**config.mk**
```make
export PLATFORM = sky130hd
export DESIGN_NAME = div_share_ctrl
export DESIGN_NICKNAME = d
export VERILOG_FILES = /design/src/rtl/div_share_ctrl.sv
export SDC_FILE = /design/constraint.sdc
export NUM_CORES = 1
export LEC_CHECK = 0
export CAP_MARGIN = 30
export CORE_MARGIN = 5
export CORE_UTILIZATION = 41
export DETAILED_ROUTE_END_ITERATION = 7
export PLACE_DENSITY = 0.81
export SLEW_MARGIN = 30
export SYNTH_ARGS = -nofsm -noshare
export SYNTH_HDL_FRONTEND = slang
export SYNTH_SLANG_ARGS = --single-unit
```
**constraint.sdc**
```tcl
create_clock -name clock -period 2.1 [get_ports clock]
set_input_delay 0.42 -clock clock [delete_from_list [all_inputs] [get_ports clock]]
set_output_delay 0.42 -clock clock [all_outputs]
set_load 0.005 [all_outputs]
```
**src/rtl/div_share_ctrl.sv**
```systemverilog
// div_share_ctrl: shares one external combinational signed divider between two
// requesters. Grants round-robin, registers the divider operands, waits a fixed
// settle window, captures quotient/remainder and returns them on a valid/ready
// response channel. The overflow case (MIN / -1) never uses the divider.
//
// Optional feature macro: DIV_ZERO_TRAP_EN
//   defined   - divisor 0 bypasses the divider: q = all ones, r = dividend, dbz = 1
//   undefined - divisor 0 takes the normal settle path, resp_div_by_zero stays 0
//
// Ports:
//   clock, clear_n                 clock (rising edge), async active-low reset
//   req0_* / req1_*                requester valid/ready + signed operands a, b
//   div_a, div_b                   registered operands driving the divider
//   div_quotient, div_remainder    divider results
//   resp_valid/ready/id            response handshake and owning requester
//   resp_quotient/remainder        result, resp_div_by_zero flag
//   busy                           high whenever not idle
module div_share_ctrl #(
  parameter int unsigned WIDTH         = 32,
  parameter int unsigned SETTLE_CYCLES = 4
) (
  input  logic             clock,
  input  logic             clear_n,
  input  logic             req0_valid,
  output logic             req0_ready,
  input  logic [WIDTH-1:0] req0_a,
  input  logic [WIDTH-1:0] req0_b,
  input  logic             req1_valid,
  output logic             req1_ready,
  input  logic [WIDTH-1:0] req1_a,
  input  logic [WIDTH-1:0] req1_b,
  output logic [WIDTH-1:0] div_a,
  output logic [WIDTH-1:0] div_b,
  input  logic [WIDTH-1:0] div_quotient,
  input  logic [WIDTH-1:0] div_remainder,
  output logic             resp_valid,
  input  logic             resp_ready,
  output logic             resp_id,
  output logic [WIDTH-1:0] resp_quotient,
  output logic [WIDTH-1:0] resp_remainder,
  output logic             resp_div_by_zero,
  output logic             busy
);

  localparam int unsigned      CNT_W    = 4;
  localparam logic [CNT_W-1:0] CNT_LOAD = CNT_W'(SETTLE_CYCLES - 1);
  localparam logic [WIDTH-1:0] MIN_NEG  = WIDTH'(1) << (WIDTH - 1);

  typedef enum logic [1:0] {
    ST_IDLE   = 2'd0,
    ST_SETTLE = 2'd1,
    ST_RESP   = 2'd2
  } state_t;

  state_t             r_state;
  state_t             w_state_nxt;
  logic               r_ptr;          // 0: requester 0 favoured
  logic               w_ptr_nxt;
  logic [CNT_W-1:0]   r_cnt;
  logic [CNT_W-1:0]   w_cnt_nxt;
  logic [WIDTH-1:0]   r_div_a;
  logic [WIDTH-1:0]   w_div_a_nxt;
  logic [WIDTH-1:0]   r_div_b;
  logic [WIDTH-1:0]   w_div_b_nxt;
  logic               r_resp_id;
  logic               w_resp_id_nxt;
  logic [WIDTH-1:0]   r_resp_q;
  logic [WIDTH-1:0]   w_resp_q_nxt;
  logic [WIDTH-1:0]   r_resp_r;
  logic [WIDTH-1:0]   w_resp_r_nxt;
  logic               r_resp_dbz;
  logic               w_resp_dbz_nxt;

  logic               w_grant_vld;
  logic               w_grant_id;
  logic               w_xfer;
  logic [WIDTH-1:0]   w_sel_a;
  logic [WIDTH-1:0]   w_sel_b;
  logic               w_ovf;
  logic               w_zero_trap;

  // Round-robin pick: favoured requester first, otherwise the other one.
  always_comb begin
    w_grant_vld = 1'b0;
    w_grant_id  = 1'b0;
    if (r_ptr == 1'b0) begin
      if (req0_valid) begin
        w_grant_vld = 1'b1;
        w_grant_id  = 1'b0;
      end else if (req1_valid) begin
        w_grant_vld = 1'b1;
        w_grant_id  = 1'b1;
      end
    end else begin
      if (req1_valid) begin
        w_grant_vld = 1'b1;
        w_grant_id  = 1'b1;
      end else if (req0_valid) begin
        w_grant_vld = 1'b1;
        w_grant_id  = 1'b0;
      end
    end
  end

  assign w_xfer     = (r_state == ST_IDLE) && w_grant_vld;
  assign req0_ready = w_xfer && !w_grant_id;
  assign req1_ready = w_xfer &&  w_grant_id;

  assign w_sel_a = w_grant_id ? req1_a : req0_a;
  assign w_sel_b = w_grant_id ? req1_b : req0_b;

  // MIN / -1 is not representable; answered directly with saturated quotient.
  assign w_ovf = (w_sel_a == MIN_NEG) && (w_sel_b == '1);

`ifdef DIV_ZERO_TRAP_EN
  assign w_zero_trap = (w_sel_b == '0);
`else
  assign w_zero_trap = 1'b0;
`endif

  // Next-state and datapath next values.
  always_comb begin
    w_state_nxt    = r_state;
    w_ptr_nxt      = r_ptr;
    w_cnt_nxt      = r_cnt;
    w_div_a_nxt    = r_div_a;
    w_div_b_nxt    = r_div_b;
    w_resp_id_nxt  = r_resp_id;
    w_resp_q_nxt   = r_resp_q;
    w_resp_r_nxt   = r_resp_r;
    w_resp_dbz_nxt = r_resp_dbz;
    case (r_state)
      ST_IDLE: begin
        if (w_xfer) begin
          w_div_a_nxt   = w_sel_a;
          w_div_b_nxt   = w_sel_b;
          w_resp_id_nxt = w_grant_id;
          w_ptr_nxt     = ~w_grant_id;
          if (w_ovf) begin
            w_resp_q_nxt   = MIN_NEG;
            w_resp_r_nxt   = '0;
            w_resp_dbz_nxt = 1'b0;
            w_state_nxt    = ST_RESP;
          end else if (w_zero_trap) begin
            w_resp_q_nxt   = '1;
            w_resp_r_nxt   = w_sel_a;
            w_resp_dbz_nxt = 1'b1;
            w_state_nxt    = ST_RESP;
          end else begin
            w_resp_dbz_nxt = 1'b0;
            w_cnt_nxt      = CNT_LOAD;
            w_state_nxt    = ST_SETTLE;
          end
        end
      end
      ST_SETTLE: begin
        // Operands have been stable for the full window when the count hits 0.
        if (r_cnt == '0) begin
          w_resp_q_nxt = div_quotient;
          w_resp_r_nxt = div_remainder;
          w_state_nxt  = ST_RESP;
        end else begin
          w_cnt_nxt = r_cnt - CNT_W'(1);
        end
      end
      ST_RESP: begin
        if (resp_ready) begin
          w_state_nxt = ST_IDLE;
        end
      end
      default: begin
        w_state_nxt = ST_IDLE;
      end
    endcase
  end

  // State and datapath registers.
  always_ff @(posedge clock or negedge clear_n) begin
    if (!clear_n) begin
      r_state    <= ST_IDLE;
      r_ptr      <= 1'b0;
      r_cnt      <= '0;
      r_div_a    <= '0;
      r_div_b    <= '0;
      r_resp_id  <= 1'b0;
      r_resp_q   <= '0;
      r_resp_r   <= '0;
      r_resp_dbz <= 1'b0;
    end else begin
      r_state    <= w_state_nxt;
      r_ptr      <= w_ptr_nxt;
      r_cnt      <= w_cnt_nxt;
      r_div_a    <= w_div_a_nxt;
      r_div_b    <= w_div_b_nxt;
      r_resp_id  <= w_resp_id_nxt;
      r_resp_q   <= w_resp_q_nxt;
      r_resp_r   <= w_resp_r_nxt;
      r_resp_dbz <= w_resp_dbz_nxt;
    end
  end

  assign div_a            = r_div_a;
  assign div_b            = r_div_b;
  assign resp_valid       = (r_state == ST_RESP);
  assign resp_id          = r_resp_id;
  assign resp_quotient    = r_resp_q;
  assign resp_remainder   = r_resp_r;
  assign resp_div_by_zero = r_resp_dbz;
  assign busy             = (r_state != ST_IDLE);

endmodule

```
Yosys cells after proc, flatten, opt, wreduce, memory -nomap -nowiden --
Index checks and enable logic that the tools add are counted.
Storage, ports and cells: register bits after elaboration 136, output and inout bits 134
Cells by class: add/sub/neg operators 1, equal/unequal tests 10, multiplexer cells 26, bitwise operators 1, reductions and logical operators 13
Operator list (number):
- two-way mux 32 bit | 8
- one-hot mux 32 bit (2 select lines) | 2
- == test 32 bit, second input constant | 2
- two-way mux 4 bit | 3
- != test 2 bit, second input constant | 5
- two-way mux 2 bit | 4
- one-hot mux 4 bit (2 select lines) | 1
- AND reduction 4 bit | 2
- two-way mux 1 bit | 7
- one-hot mux 2 bit (3 select lines) | 1
- logical AND 1 bit | 4
- logical NOT 4 bit | 1
- nonzero test 2 bit | 2
- subtractor 4 x 1 -> 4 bit, second input constant | 1
- AND reduction 3 bit | 1
- == test 2 x 1 -> 1 bit, second input constant | 1
- == test 2 bit, second input constant | 1
- logical NOT 2 bit | 1
- != test 2 x 1 -> 1 bit, second input constant | 1
- AND reduction 2 bit | 1
- logical NOT 1 bit | 1
- NOT 1 bit | 1

Depth between registers and ports, before layout --
depth after elaboration 9, depth in mapped cells 8, gate-level depth less buffers 7

Least setup slack after synthesis --
OpenSTA, ideal clock, no wires.
path kind input to register, from in req0_a[0], to reg r_resp_q[21], in the netlist resp_quotient[21], setup time 0.131 ns, arrival 2.476 ns, setup slack -0.506 ns, stages 7, buffers on the path 2, cell sequence or4b_1 -> or4_1 -> or4_4 -> mux2i_1 -> buf_4 -> buf_6 -> o211ai_1
Between the ends: word-level cells in the longest chain between the ends 5
RTL lines:
- start, declared | line 26 | input logic [WIDTH-1:0] req0_a,
- two-way mux 32 bit | line 109 | assign w_sel_a = w_grant_id ? req1_a : req0_a;
- == test 32 bit | line 113 | assign w_ovf = (w_sel_a == MIN_NEG) && (w_sel_b == '1);
- logical AND 1 bit | line 113
- != test 2 bit (no line)
- AND reduction 4 bit (no line)
- end signal, assigned | line 196 | r_resp_q <= w_resp_q_nxt;
- end, declared | line 67 | logic [WIDTH-1:0] r_resp_q;
No other way between the ends. A chain may end at the register's enable or synchronous reset.

Final worst setup path --
from in req0_a[0], to reg r_resp_r[23], in the netlist resp_remainder[23]
Between the ends: word-level cells in the longest chain between the ends 5
RTL lines:
- two-way mux 32 bit | line 109
- == test 32 bit | line 113
- logical AND 1 bit | line 113
- != test 2 bit (no line)
- AND reduction 4 bit (no line)
- end signal, assigned | line 197 | r_resp_r <= w_resp_r_nxt;
- end, declared | line 69 | logic [WIDTH-1:0] r_resp_r;
No other way between the ends.

==> flow_metrics.py <==
metrics = {
    "synthesis": {
        "synth_edf_count": 0,
        "yosysWarnings": 0,
        "yosys-top-cells-area": "dfrtp_1 (51%), nand2_1 (11%), mux2i_1 (9.7%)",
        "yosysMostFrequentCell": "nand2_1",
        "synth.net_count": 927,
        "ys_seq_area_frac": 0.506,
        "avgSynthCellArea_um2": 9.23,
        "synth-async-reset-ratio": 1.00,
        "netlist_area_um2": 6720,
        "ys_types": 38,
        "synth_commonest_cells": "nand2_1 (191), dfrtp_1 (136), mux2i_1 (65), o21ai_1 (65), nand3_1 (64)",
        "synth_top_area_cell": "dfrtp_1",
        "synth_top_flop_cell": "dfrtp_1",
        "synth_top_area_share": 0.506,
        "syn_inst": 728,
        "ys_seq_elements": 136,
    },
    "grt": {
        "antenna_found_initial": 5,
        "grt_max_degree": 130,
        "gr-total-overflow": 0,
        "grt_usage": 0.279,
        "grt_pass1_wl_um": 42800,
        "grt_pass1_vias": 7830,
    },
    "worst_hold_path": {
        "hp-class": "input port to flip-flop",
    },
    "setup_path": {
        "arrival_ns": 2.80,
        "critPathMaxFanout": 5,
        "start_kind": "input port",
        "critPathKind": "input port to flip-flop",
        "cp.required_ns": 2.37,
        "end_kind": "flip-flop",
    },
    "routing": {
        "first_pass_iters": 5,
        "drt-total-wl_um": 28200,
        "ant_nets": 0,
        "vias": 7443,
        "wire_per_inst_um": 20.8,
        "via_per_inst": 5.49,
        "dr.first_iter.drc_count": 524,
        "drc": 0,
    },
    "die": {
        "ioPinCount": 331,
        "start_util": 0.420,
        "die_h_um": 138,
        "rows": 46,
        "die_width_um": 138,
        "core_um2": 16000,
        "fp.dieArea_um2": 19100,
    },
    "timing": {
        "skew_ns": 0.0101,
        "setup_viol": 70,
        "hold_violations": 0,
        "period_minus_slack_ns": 2.54,
        "drv_slew": 0,
        "worst_pin_slew_ns": 0.588,
        "maxSlewHeadroom": 0.608,
        "fmax_ghz": 0.394,
        "min_period_over_period": 1.21,
        "rsz0062_at_grt": "yes",
        "finalWorstSetupSlack_ns": -0.436,
    },
    "clock_network": {
        "clockBufferDepth": 2,
        "worst_skew_pair.late_latency_ns": 0.42,
        "cts.sinks": 136,
        "numCtsBuffers": 17,
        "path_clk_slew_ns": 0.07,
        "root_buffer": "clkbuf_16",
        "cts_tree": "yes",
        "htreeDepth": 4,
    },
    "pwr": {
        "ir_worst_vdd_v": 0.000716,
        "p_leak_nw": 5.35,
        "powerDensity_nw_per_um2": 1360,
    },
    "final_layout": {
        "layoutNonFillerInstCount": 1356,
        "multi_input_area_um2": 3190,
        "area_growth_pct": 77.5,
        "regArea_um2": 3410,
        "final_cell_area_um2": 11900,
        "nFillCells": 1129,
        "nNetsFinal": 1321,
        "layout-drive-gt1-share": 0.143,
    },
    "flow_run": {
        "drv_cap": 0,
    },
    "placement": {
        "dpl-instance-area_um2": 10900,
        "dpl.cell_count": 1302,
        "dp_hpwl_um": 19800,
        "gp_congestion": 0.890,
        "port-buffer-count": 329,
    },
    "outcome": {
        "status": "finished with violations",
        "violations": "negative setup slack",
    },
}
per-stage QoR:
stage	power (mW)	TNS, ns	util	setup WS [ns]	hold WS (ns)
6_report	16.3	-22.37	0.746	-0.436	0.296
5_1_grt	17.3	-24.86	0.746	-0.455	0.302
4_1_cts	16.2	-28.44	0.735	-0.455	0.285
3_5_place_dp	13.1	-75.79	0.680	-1.11	0.291
3_3_place_gp	12.7	-74.21	0.680	-1.08	0.286
2_1_floorplan	8.35	-28.61	-	-0.441	0.124
area by class of cell:
cell class	count	area share
Sequential cell	136	0.286
Clock buffer	17	0.0357
Multi-Input combinational cell	529	0.267
Tap cell	216	0.0227
Antenna cell	5	0.00105
Clock inverter	15	0.0148
Inverter	6	0.00189
Timing Repair Buffer	432	0.371
critical path: stages:
cell      delay, ns
buf_6          0.09
or4b_4         0.54
or4_4          0.43
or4_4          0.56
mux2i_4        0.22
buf_12         0.14
buf_12         0.14
buf_16         0.13
o211ai_1       0.14
timing repair:
action                                  in CTS  in global routing
gates cloned                                 6                  2
endpoints found under the setup margin      72                 73
endpoints found under the hold margin       19                  0
gates resized for setup                     59                 28
pin swaps                                   16                 25
hold buffers                                 1                  0
setup buffers                                6                  4
sequential cells by signal, indices dropped and copies added (netlist names):
name / flops
resp_id: 1
resp_quotient: 32
r_state: 2
div_a: 32
r_cnt: 4
r_ptr: 1
div_b: 32
resp_remainder: 32
worst paths after layout:
kind	start	endpoint	slack [ns]	cells past startpoint
setup reg to reg	r_state[1]$_DFFE_PN0P_	resp_remainder[23]$_DFFE_PN0P_	0.07	8
setup / recovery	req0_a[0]	resp_remainder[23]$_DFFE_PN0P_	-0.44	9
hold / removal	req0_a[10]	div_a[10]$_DFFE_PN0P_	0.30	3
max in group asynchronous	clear_n	div_b[14]$_DFFE_PN0P_	1.01	3
min in group asynchronous	clear_n	resp_remainder[15]$_DFFE_PN0P_	0.44	2
hold reg to reg	div_a[18]$_DFFE_PN0P_	div_a[18]$_DFFE_PN0P_	0.49	2
layer usage:
layer / track usage / up-vias / part of all wire
li1: - / 3406 / -
met1: 0.305 / 3585 / 0.35
met2: 0.481 / 371 / 0.51
met3: 0.100 / 81 / 0.096
met4: 0.139 / 0 / 0.046
met5: 0 / - / 0
where the power goes:
group          switching [mW]  internal [mW]  total (mW)
registers               0.971           3.99        4.96
logic                    3.86           4.37        8.23
clock network            1.21           1.87        3.08
placed cells by master, fill, tap and decap left out, types with 7 or more instances in the layout:
master	n
buf_12	13
buf_4	76
buf_6	7
clkbuf_16	19
clkdlybuf4s50_1	290
dfrtp_1	134
dlygate4sd2_1	14
dlymetal6s2s_1	19
mux2i_1	64
nand2_1	190
nand3_1	64
nand4_1	17
nor4_1	10
o211ai_1	63
o21ai_1	64
cells by family after synthesis:
logic type,after synthesis,synth area share
AOI/OAI and AO/OA,143,0.134
adders and majority gates,2,0.00372
buffers and inverters,63,0.0421
DFF,136,0.506
muxes,65,0.0968
other,1,0.000558
and+or+nand+nor,318,0.216
Note: power is estimated with default switching activity, not from simulation.
